**config.mk**
```make
export PLATFORM = sky130hd
export DESIGN_NAME = sram_scan_sequencer
export DESIGN_NICKNAME = d
export VERILOG_FILES = /design/src/rtl/sram_scan_pkg.sv /design/src/rtl/sram_scan_shifter.sv /design/src/rtl/sram_scan_sequencer.sv
export SDC_FILE = /design/constraint.sdc
export NUM_CORES = 1
export LEC_CHECK = 0
export BUFFER_PORTS_ARGS = -buffer_cell sky130_fd_sc_hd__clkbuf_2
export CORE_ASPECT_RATIO = 1.1
export CORE_MARGIN = 2
export CORE_UTILIZATION = 51
export DETAILED_ROUTE_END_ITERATION = 10
export PLACE_DENSITY_LB_ADDON = 0.1
export SLEW_MARGIN = 10
export SYNTH_ARGS = -nofsm -noshare
export SYNTH_HDL_FRONTEND = slang
export SYNTH_HIERARCHICAL = 1
export SYNTH_SLANG_ARGS = --single-unit
```
**constraint.sdc**
```tcl
create_clock -name clk -period 1.8 [get_ports clk]
set_input_delay 0.09 -clock clk [delete_from_list [all_inputs] [get_ports clk]]
set_output_delay 0.09 -clock clk [all_outputs]
set_load 0.05 [all_outputs]
```
**src/rtl/sram_scan_pkg.sv**
```systemverilog
// Shared definitions for the SRAM test scan-chain sequencer.
// Holds the chain length, the sequencer state encoding, the packet field
// layout (MSB to LSB: sel, addr0, din0, csb0, web0, wmask0, addr1, din1,
// csb1, web1, wmask1) and a helper that assembles a packet from its fields.
package sram_scan_pkg;

    localparam int CHAIN_LEN = 112;
    localparam int CNT_W     = $clog2(CHAIN_LEN);

    typedef enum logic [2:0] {
        IDLE,
        SHIFT_IN,
        EXEC,
        CAPTURE,
        LOAD,
        SHIFT_OUT,
        RESP
    } state_t;

    // Packet field positions
    localparam int SEL_MSB    = 111;
    localparam int SEL_LSB    = 108;
    localparam int ADDR0_MSB  = 107;
    localparam int ADDR0_LSB  = 92;
    localparam int DIN0_MSB   = 91;
    localparam int DIN0_LSB   = 60;
    localparam int CSB0_BIT   = 59;
    localparam int WEB0_BIT   = 58;
    localparam int WMASK0_MSB = 57;
    localparam int WMASK0_LSB = 54;
    localparam int ADDR1_MSB  = 53;
    localparam int ADDR1_LSB  = 38;
    localparam int DIN1_MSB   = 37;
    localparam int DIN1_LSB   = 6;
    localparam int CSB1_BIT   = 5;
    localparam int WEB1_BIT   = 4;
    localparam int WMASK1_MSB = 3;
    localparam int WMASK1_LSB = 0;

    function automatic logic [CHAIN_LEN-1:0] pack_packet(
        input logic [3:0]  sel,
        input logic [15:0] addr0,
        input logic [31:0] din0,
        input logic        csb0,
        input logic        web0,
        input logic [3:0]  wmask0,
        input logic [15:0] addr1,
        input logic [31:0] din1,
        input logic        csb1,
        input logic        web1,
        input logic [3:0]  wmask1
    );
        return {sel, addr0, din0, csb0, web0, wmask0,
                addr1, din1, csb1, web1, wmask1};
    endfunction

endpackage

```
**src/rtl/sram_scan_shifter.sv**
```systemverilog
// CHAIN_LEN-bit shift register with parallel load, serial in on the LSB,
// and a bit counter with terminal-count flag.
// Ports:
//   clk, reset   clock and synchronous active-high reset
//   load         parallel load of load_data (has priority over shift)
//   load_data    parallel data
//   shift        shift left one bit, serial_in enters at bit 0
//   serial_in    serial input bit
//   cnt_clr      clear the bit counter (priority over counting)
//   shifted      value the register takes on a shift: {data[MSB-1:0], serial_in}
//   tc           counter is at CHAIN_LEN-1
module sram_scan_shifter
    import sram_scan_pkg::*;
(
    input  logic                 clk,
    input  logic                 reset,
    input  logic                 load,
    input  logic [CHAIN_LEN-1:0] load_data,
    input  logic                 shift,
    input  logic                 serial_in,
    input  logic                 cnt_clr,
    output logic [CHAIN_LEN-1:0] shifted,
    output logic                 tc
);

    logic [CHAIN_LEN-1:0] data;
    logic [CNT_W-1:0]     count;

    assign shifted = {data[CHAIN_LEN-2:0], serial_in};
    assign tc      = (count == CNT_W'(CHAIN_LEN - 1));

    always_ff @(posedge clk) begin
        if (reset) begin
            data  <= '0;
            count <= '0;
        end else begin
            if (load) begin
                data <= load_data;
            end else if (shift) begin
                data <= shifted;
            end

            // Counter saturates at the terminal count; it never wraps.
            if (cnt_clr) begin
                count <= '0;
            end else if (shift && !tc) begin
                count <= count + 1'b1;
            end
        end
    end

endmodule

```
**src/rtl/sram_scan_sequencer.sv**
```systemverilog
// Hardware sequencer for the 112-bit SRAM test scan chain. Takes one
// parallel command, shifts the packet into the chain MSB first, pulses the
// global chip select, and for reads captures, loads and unloads the chain and
// returns the packet with an optional compare against the command packet.
// Ports:
//   clk, reset                      clock, synchronous active-high reset
//   cmd_valid/cmd_ready             command handshake (ready only in IDLE)
//   cmd_read, cmd_check, cmd_packet command op, compare enable, packet
//   resp_valid/resp_ready           read result handshake
//   resp_packet, resp_mismatch      unloaded packet, compare result
//   scan_in, scan_en, sram_load     chain control pins
//   sram_csb                        global SRAM chip select, active low
//   scan_out                        serial data returned by the chain
//   busy                            sequencer not in IDLE
//
// state     | meaning
// ----------+-------------------------------------------------------------
// IDLE      | waiting for a command, cmd_ready=1
// SHIFT_IN  | CHAIN_LEN cycles, scan_en=1, packet driven MSB first
// EXEC      | one cycle, sram_csb=0, SRAM access
// CAPTURE   | one cycle, sram_csb=1, dout flops capture (reads only)
// LOAD      | one cycle, sram_load=1, dout flops copied into chain
// SHIFT_OUT | CHAIN_LEN cycles, scan_en=1, scan_out sampled each cycle
// RESP      | resp_valid=1 until resp_ready
module sram_scan_sequencer
    import sram_scan_pkg::*;
(
    input  logic                 clk,
    input  logic                 reset,
    input  logic                 cmd_valid,
    output logic                 cmd_ready,
    input  logic                 cmd_read,
    input  logic                 cmd_check,
    input  logic [CHAIN_LEN-1:0] cmd_packet,
    output logic                 resp_valid,
    input  logic                 resp_ready,
    output logic [CHAIN_LEN-1:0] resp_packet,
    output logic                 resp_mismatch,
    output logic                 scan_in,
    output logic                 scan_en,
    output logic                 sram_load,
    output logic                 sram_csb,
    input  logic                 scan_out,
    output logic                 busy
);

    state_t               state;
    logic                 op_read;
    logic                 op_check;
    logic [CHAIN_LEN-1:0] expected;

    logic                 sh_load;
    logic                 sh_shift;
    logic                 sh_serial_in;
    logic                 sh_cnt_clr;
    logic [CHAIN_LEN-1:0] sh_shifted;
    logic                 sh_tc;

    // Shifter control decoded from the current state. Holding the counter
    // clear outside an active shift clears it on every state entry.
    always_comb begin
        sh_load      = (state == IDLE) && cmd_valid;
        sh_shift     = (state == SHIFT_IN) || (state == SHIFT_OUT);
        sh_serial_in = (state == SHIFT_OUT) ? scan_out : 1'b0;
        sh_cnt_clr   = !(sh_shift && !sh_tc);
    end

    sram_scan_shifter u_shifter (
        .clk       (clk),
        .reset     (reset),
        .load      (sh_load),
        .load_data (cmd_packet),
        .shift     (sh_shift),
        .serial_in (sh_serial_in),
        .cnt_clr   (sh_cnt_clr),
        .shifted   (sh_shifted),
        .tc        (sh_tc)
    );

    always_ff @(posedge clk) begin
        if (reset) begin
            state         <= IDLE;
            op_read       <= 1'b0;
            op_check      <= 1'b0;
            expected      <= '0;
            cmd_ready     <= 1'b1;
            busy          <= 1'b0;
            resp_valid    <= 1'b0;
            resp_packet   <= '0;
            resp_mismatch <= 1'b0;
            scan_in       <= 1'b0;
            scan_en       <= 1'b0;
            sram_load     <= 1'b0;
            sram_csb      <= 1'b1;
        end else begin
            case (state)
                IDLE: begin
                    if (cmd_valid) begin
                        expected  <= cmd_packet;
                        op_read   <= cmd_read;
                        op_check  <= cmd_check;
                        // First serial bit is presented together with scan_en.
                        scan_in   <= cmd_packet[CHAIN_LEN-1];
                        scan_en   <= 1'b1;
                        cmd_ready <= 1'b0;
                        busy      <= 1'b1;
                        state     <= SHIFT_IN;
                    end
                end

                SHIFT_IN: begin
                    if (sh_tc) begin
                        scan_en  <= 1'b0;
                        scan_in  <= 1'b0;
                        sram_csb <= 1'b0;
                        state    <= EXEC;
                    end else begin
                        // Top bit after this edge's shift is the next to send.
                        scan_in <= sh_shifted[CHAIN_LEN-1];
                    end
                end

                EXEC: begin
                    sram_csb <= 1'b1;
                    if (op_read) begin
                        state <= CAPTURE;
                    end else begin
                        busy      <= 1'b0;
                        cmd_ready <= 1'b1;
                        state     <= IDLE;
                    end
                end

                CAPTURE: begin
                    sram_load <= 1'b1;
                    state     <= LOAD;
                end

                LOAD: begin
                    sram_load <= 1'b0;
                    scan_en   <= 1'b1;
                    state     <= SHIFT_OUT;
                end

                SHIFT_OUT: begin
                    if (sh_tc) begin
                        // sh_shifted already includes the final scan_out bit.
                        scan_en       <= 1'b0;
                        resp_valid    <= 1'b1;
                        resp_packet   <= sh_shifted;
                        resp_mismatch <= op_check && (sh_shifted != expected);
                        state         <= RESP;
                    end
                end

                RESP: begin
                    if (resp_ready) begin
                        resp_valid    <= 1'b0;
                        resp_mismatch <= 1'b0;
                        busy          <= 1'b0;
                        cmd_ready     <= 1'b1;
                        state         <= IDLE;
                    end
                end

                default: begin
                    state <= IDLE;
                end
            endcase
        end
    end

endmodule

```
# [Word-level counts from Yosys, hierarchy flattened]
# Index checks and enable logic that the tools add are counted.
[word_totals] register_bits=355 input_bits=119 elab_cells=82
[classes] add_sub_neg=1 n_eq_ne=14 mux=28 n_bitwise=1 n_reduce_logical=23
[ops] operator="$mux 111" n=2
[ops] operator="$ne 112x112->1" n=1
[ops] operator="$pmux 3 s7" n=1
[ops] operator="$mux 1" n=12
[ops] operator="$mux 3" n=4
[ops] operator="$pmux 1 s2" n=5
[ops] operator="$reduce_bool 2->1" n=5
[ops] operator="$eq 3x3->1 const B" n=3
[ops] operator="$pmux 1 s3" n=3
[ops] operator="$reduce_and 2->1" n=4
[ops] operator="$reduce_and 4->1" n=2
[ops] operator="$add 7x1->7 const B" n=1
[ops] operator="$eq 7x7->1 const B" n=1
[ops] operator="$eq 3x2->1 const B" n=2
[ops] operator="$ne 2x1->1 const B" n=3
[ops] operator="$ne 2x2->1 const B" n=3
[ops] operator="$reduce_and 3->1" n=2
[ops] operator="$reduce_bool 3->1" n=2
[ops] operator="$reduce_or 2->1" n=2
[ops] operator="$eq 3x1->1 const B" n=1
[ops] operator="$logic_and 1x1->1" n=3
[ops] operator="$logic_not 3->1" n=1
[ops] operator="$mux 2" n=1
[ops] operator="$logic_not 1->1" n=1
[ops] operator="other kinds (2)" n=2

# [Logic depth before layout (Yosys ltp)]
# Gate-level depths: netlist of the first run.
[logic_depth] word_depth=6 ltp_mapped=10 depth_no_buf=8

# [By module]
# Netlist of the first run, hierarchy kept.
[by_module_without_submodules] mod="sram_scan_sequencer" n_inst=1 cells_per_inst=1202 area_each_um2=9451.6 seq_area_each_um2=4744.6
[by_module_without_submodules] mod="sram_scan_shifter" n_inst=1 cells_per_inst=524 area_each_um2=5579.1 seq_area_each_um2=2362.3

# [Worst setup path after synthesis of the first run]
# No wires, ideal clock.
[synth_path] path_kind="reg2reg" start="reg u_shifter.count[0]" end="reg resp_mismatch" setup_ns=0.134 arrival_ns=1.844 t_required_ns=1.666 setup_slack_ns=-0.178 stages_incl_launch_ff=9 n_path_buf=0 synth_period_minus_slack_ns=1.978 cell_sequence="dfxtp_1 -> ha_1 -> and4b_1 -> and3_1 -> nand4b_1 -> nand3_1 -> nand3_1 -> nor4_1 -> a311oi_1"
[synth_via] elab_chain_cells=3
[synth_lines] item="start: declaration" line="sram_scan_shifter.sv:27" text="logic [CNT_W-1:0] count;"
[synth_lines] item="start signal: assignment" line="sram_scan_shifter.sv:47" text="count <= count + 1'b1;"
[synth_lines] item="$eq 7x7->1" line="sram_scan_shifter.sv:30" text="assign tc = (count == CNT_W'(CHAIN_LEN - 1));"
[synth_lines] item="net sh_tc" line="sram_scan_sequencer.sv:57" text="logic sh_tc;"
[synth_lines] item="$ne 2x1->1 (no source line)"
[synth_lines] item="$reduce_and 3->1 (no source line)"
[synth_lines] item="end signal: assignment" line="sram_scan_sequencer.sv:151" text="resp_mismatch <= op_check && (sh_shifted != expected);"
[synth_lines] item="end: declaration" line="sram_scan_sequencer.sv:38" text="output logic resp_mismatch,"
# The timed path passes the listed nets, and every way through them passes these cells.
# A chain may end at the register's enable or synchronous reset.

# [Worst setup path in the final report of the first run]
[layout_path] start="reg u_shifter.count[1]" end="reg resp_packet[27]"
[layout_via] elab_chain_cells=2
[layout_lines] item="$eq 7x7->1" line="sram_scan_shifter.sv:30"
[layout_lines] item="net sh_tc" line="sram_scan_sequencer.sv:57"
[layout_lines] item="$reduce_and 2->1 (no source line)"
[layout_lines] item="end signal: assignment" line="sram_scan_sequencer.sv:150" text="resp_packet <= sh_shifted;"
[layout_lines] item="end: declaration" line="sram_scan_sequencer.sv:37" text="output logic [CHAIN_LEN-1:0] resp_packet,"
# The timed path passes the listed nets, and every way through them passes these cells.

==> metrics.cfg, run 1 <==
[synth]
synth_cells=1726
synth_edf_count=0
synth_top_area_cell=dfxtp_1
synth_area_leaders=dfxtp_1 (47%), nand2_1 (12%), mux2_2 (8.3%)
avgSynthCellArea_um2=8.71
synthArstFlopShare_pct=0
synthDistinctLibCells=47
ys_ff_latch=355
yosysWarnings=6
syn_area_mm2=0.0150
syn_nets=1846
synth_seq_area_share_pct=47.3
synth_top_area_share_pct=47.3
synthFlopType=dfxtp_1

[clock_network]
clockBufferDepth=3
cts_tree=built
clk_latency_ns=0.53
cts_root_buf=clkbuf_16
path_clk_slew_ns=0.06
cts_made_buffers=38
cts_sinks=355
htree_levels=2

[routing]
first_iter_violations=1092
firstDrtPassIters=6
wire_per_inst_um=19.1
vias_per_cell=5.47
via_count=13793
ant_nets=0
drc=0
drt-total-wl_um=48100

[setup_path]
crit_type=reg -> reg
crit_path_start_kind=flop
critPathArrivalTime_ns=2.47
cp_max_fo=8
critPathCaptureType=flop
required_ns=2.25

[place]
place_worst_setup_slack_ns=-0.348
globalplace.congestion=0.889
io_buffer_count=238
dp_hpwl_um=30200

[floorplanning]
coreArea_mm2=0.0289
ios=239
die_h_um=184
start_util_pct=52.1
die_w_um=168
dieArea_mm2=0.0309
rows=65

[final_layout]
diodes=0
nFillCells=2254
nets=2247
drive_gt1_share_pct=28.6
layout-area-overhead-vs-synth_pct=36.7

[pwr]
p_leak_nw=9.09
p_total_mw=19.0
switching_share_pct=25.5
power_density_mw_per_mm2=923
intPower_mw=14.1
ir_drop_uv=683
seqPwrFrac_pct=44.8
comb_power_share_pct=13.7
netSwitchingPower_mw=4.84
clkPwrFrac_pct=41.5

[grt]
antenna_found_initial=1
grt-ovfl-total=0
grt_max_degree=96
grt_pass1_wl_um=68400
track_usage_pct=28.1
grt_pass1_vias=12543

[sta]
rsz0062_at_grt=yes
hold_violations=0
hold_ws_ns=0.0171
tightest_slew_ns=0.597
setup_violations=116
period_share_pct=112
fmax_ghz=0.496
relSlewSlack_pct=60.1
fin_skew_ns=0.0209
slew_violations=0
min_period_ns=2.02
fin_ws_ns=-0.216

[hold_path]
hold_path_class=in -> reg

[status]
outcome=finished with violations
violations=negative setup slack

[job]
drv_cap=0

==> Yosys cell counts, types with 2 or more instances <==
cell type	count
nand2_1	466
dfxtp_1	355
a21oi_1	239
nor2_1	121
mux2i_1	113
mux2_2	111
xor2_1	95
clkbuf_1	57
buf_2	41
nor4_1	25
xnor2_1	15
nand4_1	10
buf_4	8
o21ai_0	8
buf_1	6
inv_1	6
a31oi_1	5
buf_6	4
or3_1	4
nand2b_1	3
nand3_1	3
and3_1	2
inv_2	2
nand4b_1	2
nor3_1	2
or2_2	2
==> sequential cells by signal, summed over array words and instances (netlist names) <==
name / cells
op_check: 1
resp_mismatch: 1
resp_packet: 112
resp_valid: 1
sram_load: 1
scan_in: 1
op_read: 1
cmd_ready: 1
sram_csb: 1
state: 3
u_shifter/count: 7
expected: 112
busy: 1
u_shifter/data: 111
scan_en: 1
==> logic make-up after synthesis <==
| logic type | share of synthesized area (%) |
|---|---|
| AO/OA/AOI/OAI | 9.07 |
| XOR/XNOR | 6.41 |
| adder cells (fa/ha/maj) | 0.0832 |
| buffers and inverters | 3.94 |
| flip-flops | 47.3 |
| multiplexers | 15.8 |
| AND/OR/NAND/NOR | 17.4 |
==> through the flow <==
step           utilization (%)  TNS [ns]  instances  instance area (um2)
2_1_floorplan                -         0       1726                15100
3_3_place_gp              59.2    -0.317       2303                17100
3_5_place_dp              59.2     -7.42       2303                17100
4_1_cts                   68.5     -5.77       2497                19800
5_1_grt                   71.2    -18.67       2521                20500
6_report                  71.2    -11.05       2521                20500
==> per-layer routing <==
| layer | routed length (um) | vias to the layer above | global-route usage, % |
|---|---|---|---|
| met3 | 3160 | 88 | 4.13 |
| met4 | 1490 | 2 | 9.08 |
| li1 | - | 6575 | - |
| met5 | 13 | - | 0 |
| met1 | 20600 | 6634 | 37.3 |
| met2 | 22900 | 494 | 47.3 |
==> layout by cell type (no fill, tap or decap), drive strengths merged, types with 12 or more instances in the layout <==
cell	instances
a21oi	239
buf	111
clkbuf	308
dfxtp	355
dlygate4sd3	116
mux2	111
mux2i	113
nand2	466
nand4	12
nor2	121
nor4	25
xnor2	15
xor2	95
==> worst max-delay path, cell delays in order (launching register included) <==
cell and delay, ns:
dfxtp_4 0.36, ha_4 0.13, and4b_1 0.21, and3_4 0.22, nand2b_4 0.07, nor3_4 0.25, buf_6 0.16, buf_12 0.14
clkbuf_16 0.17, nand2_4 0.05, a21oi_2 0.16
==> final timing paths <==
check / startpoint / end / slack (ns) / cells after the start
max: u_shifter/count[1] / resp_packet[27] / -0.22 / 10
min: cmd_valid / scan_en / 0.02 / 5
max reg2reg: u_shifter/count[1] / resp_packet[27] / -0.22 / 10
min reg2reg: resp_packet[47] / resp_packet[47] / 0.45 / 2
==> cell type report <==
type / instances / area [um2] / area share [%]
clock buffer: 59 / 1160 / 5.65
clock inverter: 7 / 95.1 / 0.463
inverter: 8 / 55.1 / 0.268
multi-input combinational: 1246 / 7710 / 37.6
sequential: 355 / 7110 / 34.6
tap: 368 / 460 / 2.24
timing repair buffer: 476 / 3930 / 19.1
timing repair inverter: 2 / 17.5 / 0.0853
==> timing repair <==
item / CTS / global route
hold buffers: 116 / 0
endpoints found under the setup margin: 110 / 215
cloned: 3 / 15
endpoints found under the hold margin: 235 / 0
buffers inserted: 9 / 13
pin swaps: 11 / 36
gates resized for setup: 37 / 99
==> power by group through the flow <==
| stage | clock network (mW) | logic, mW | registers (mW) |
|---|---|---|---|
| after floorplan | 0 | 1.32 | 8.59 |
| after global placement | 0 | 2.15 | 8.63 |
| after detailed placement | 0 | 2.18 | 8.64 |
| after CTS | 7.97 | 2.40 | 8.47 |
| after global routing | 8.27 | 2.75 | 8.53 |
| final | 7.88 | 2.59 | 8.49 |
Note: power is estimated with default switching activity, not from simulation.
==> inputs of run 2 (changes only) <==
--- a/config.mk
+++ b/config.mk
@@ -11,6 +11,7 @@
 export CORE_UTILIZATION = 51
 export DETAILED_ROUTE_END_ITERATION = 10
 export PLACE_DENSITY_LB_ADDON = 0.1
+export REMOVE_ABC_BUFFERS = 1
 export SLEW_MARGIN = 10
 export SYNTH_ARGS = -nofsm -noshare
 export SYNTH_HDL_FRONTEND = slang
==> run 2 against run 1 <==
Compared with the run above:
- the run still ends with negative setup slack left
- critical path type unchanged
- setup slack better by 0.14 ns
- non-clock buffer count rose by 28
- largest power group unchanged
- critical path depth is 1 lower
- total power grew 0.95%
==> metrics.cfg, run 2 (same netlist as run 1, synthesis figures left out) <==
[final_layout]
drive_gt1_share_pct=27.3
nFillCells=2265
multi_input_area_mm2=0.00749
nets=2273
stdcell_count=2549
seqCellArea_mm2=0.00711
final_common_cell=nand2_1
layout_common_cells=nand2_1 (459), dfxtp_1 (353), a21oi_1 (237), clkbuf_2 (237), nor2_1 (119)
layout-area-overhead-vs-synth_pct=36.0
reg.largest.list=expected x112, resp_packet x112, u_shifter/data x111

[clock_network]
cts_made_buffers=38
cts_root_buf=clkbuf_16
cts_tree=built
path_clk_slew_ns=0.06
htree_levels=2
clockBufferDepth=3
cts_sinks=355
clk_latency_ns=0.52

[sta]
hold_ws_ns=0.0407
min_period_ns=1.88
slew_violations=0
fin_ws_ns=-0.0780
fmax_ghz=0.532
hold_violations=0
setup_violations=99
fin_setup_tns_ns=-4.49
relSlewSlack_pct=62.7
tightest_slew_ns=0.554
period_share_pct=104
rsz0062_at_grt=yes
fin_skew_ns=0.00849

[grt]
grt_pass1_wl_um=69500
antenna_found_initial=1
grtUsageMet3_pct=4.24
grt_busiest_layer=met2
use_met1_pct=36.2
grt_pass1_vias=13158
grt-ovfl-total=0
grt_max_degree=105
track_usage_pct=28.4
grt_util_met2_pct=49.3

[floorplanning]
die_w_um=168
die_h_um=184
rows=65
start_util_pct=52.1
dieArea_mm2=0.0309
coreArea_mm2=0.0289
ios=239

[setup_path]
critPathArrivalTime_ns=2.27
cp_slowest_cell=dfxtp_2
crit_type=reg -> reg
required_ns=2.19
cp_max_fo=12
crit_path_start_kind=flop
cp_cell_sequence=ha_4 > and4b_1 > and3_4 > nand4b_1 > buf_6 > buf_12 > clkbuf_16 > nand2_1 > a21oi_1
critPathCaptureType=flop
cp_slowest_stage_delay_ns=0.36

[pwr]
p_leak_nw=8.97
ir_drop_uv=810
power_density_mw_per_mm2=936

[hold_path]
hold_path_class=in -> reg

[routing]
drt-total-wl_um=46500
ant_nets=0
firstDrtPassIters=6
via_count=13558
wire_per_inst_um=18.2
first_iter_violations=998
vias_per_cell=5.32
drc=0

[status]
outcome=finished with violations
violations=negative setup slack

[place]
placedCellCount=2351
globalplace.congestion=0.833
io_buffer_count=238
dp_hpwl_um=29800

[job]
drv_cap=0

==> run 2: cell count changes in the layout (fill, tap and decap cells not counted), moves of 3 or more <==
cell | previous run | this run
clkbuf_16 | 51 | 45
a21oi_2 | 34 | 2
buf_4 | 71 | 108
nand2_4 | 19 | 1
nor4_2 | 3 | 7
a21oi_1 | 205 | 237
nor4_1 | 22 | 18
inv_6 | 4 | 1
buf_6 | 11 | 6
nand2_1 | 439 | 459
==> run 2: routing by layer <==
metal	vias up	part of all wire, %
met1	6460	43
met4	0	2.9
met2	391	49
li1	6614	-
met3	93	5.0
met5	-	0
==> run 2: path summary, 6_finish.rpt <==
check                           from                to  slack (ns)  depth (start not counted)
setup / recovery  u_shifter/count[0]  resp_packet[101]       -0.08                          9
hold / removal             cmd_valid           scan_en        0.04                          5
setup reg to reg  u_shifter/count[0]  resp_packet[101]       -0.08                          9
hold reg to reg       resp_packet[6]    resp_packet[6]        0.45                          2
==> run 2: power breakdown <==
group          internal [mW]  switching, mW
registers               8.18          0.268
clock network           4.93           3.18
logic                   1.26           1.32
==> run 2: critical path: cells and delay by family (launching register included) <==
| family | cells | cell delay, ns |
|---|---|---|
| compound gates | 1 | 0.06 |
| fa+ha+maj | 1 | 0.14 |
| buf+inv | 3 | 0.54 |
| flops | 1 | 0.36 |
| simple gates | 4 | 0.65 |
==> run 2: cell type report <==
cell class	instances	share of cell area [%]
multi-input combinational	1246	36.6
clock buffer	59	5.78
clock inverter	8	0.582
sequential	355	34.8
timing repair buffer	504	19.7
antenna	1	0.0122
inverter	8	0.208
tap	368	2.25
==> run 2: what timing repair did <==
item | 4_1_cts | 5_1_grt
hold buffers | 117 | 0
gates resized for setup | 20 | 37
hold endpoints to repair | 229 | 0
pin swaps | 5 | 8
endpoints found under the setup margin | 118 | 202
setup buffers | 2 | 3
gates cloned | 4 | 6
==> run 2: metrics by stage <==
stage | power, mW | utilization (%) | area, um2 | setup slack, ns
global route | 19.8 | 70.8 | 20400 | -0.170
global placement | 10.8 | 60.4 | 17400 | -0.235
CTS | 19.2 | 69.8 | 20100 | -0.0948
finish | 19.1 | 70.8 | 20400 | -0.0780
detailed placement | 10.9 | 60.4 | 17400 | -0.225
floorplan | 9.81 | - | 14500 | -5.34
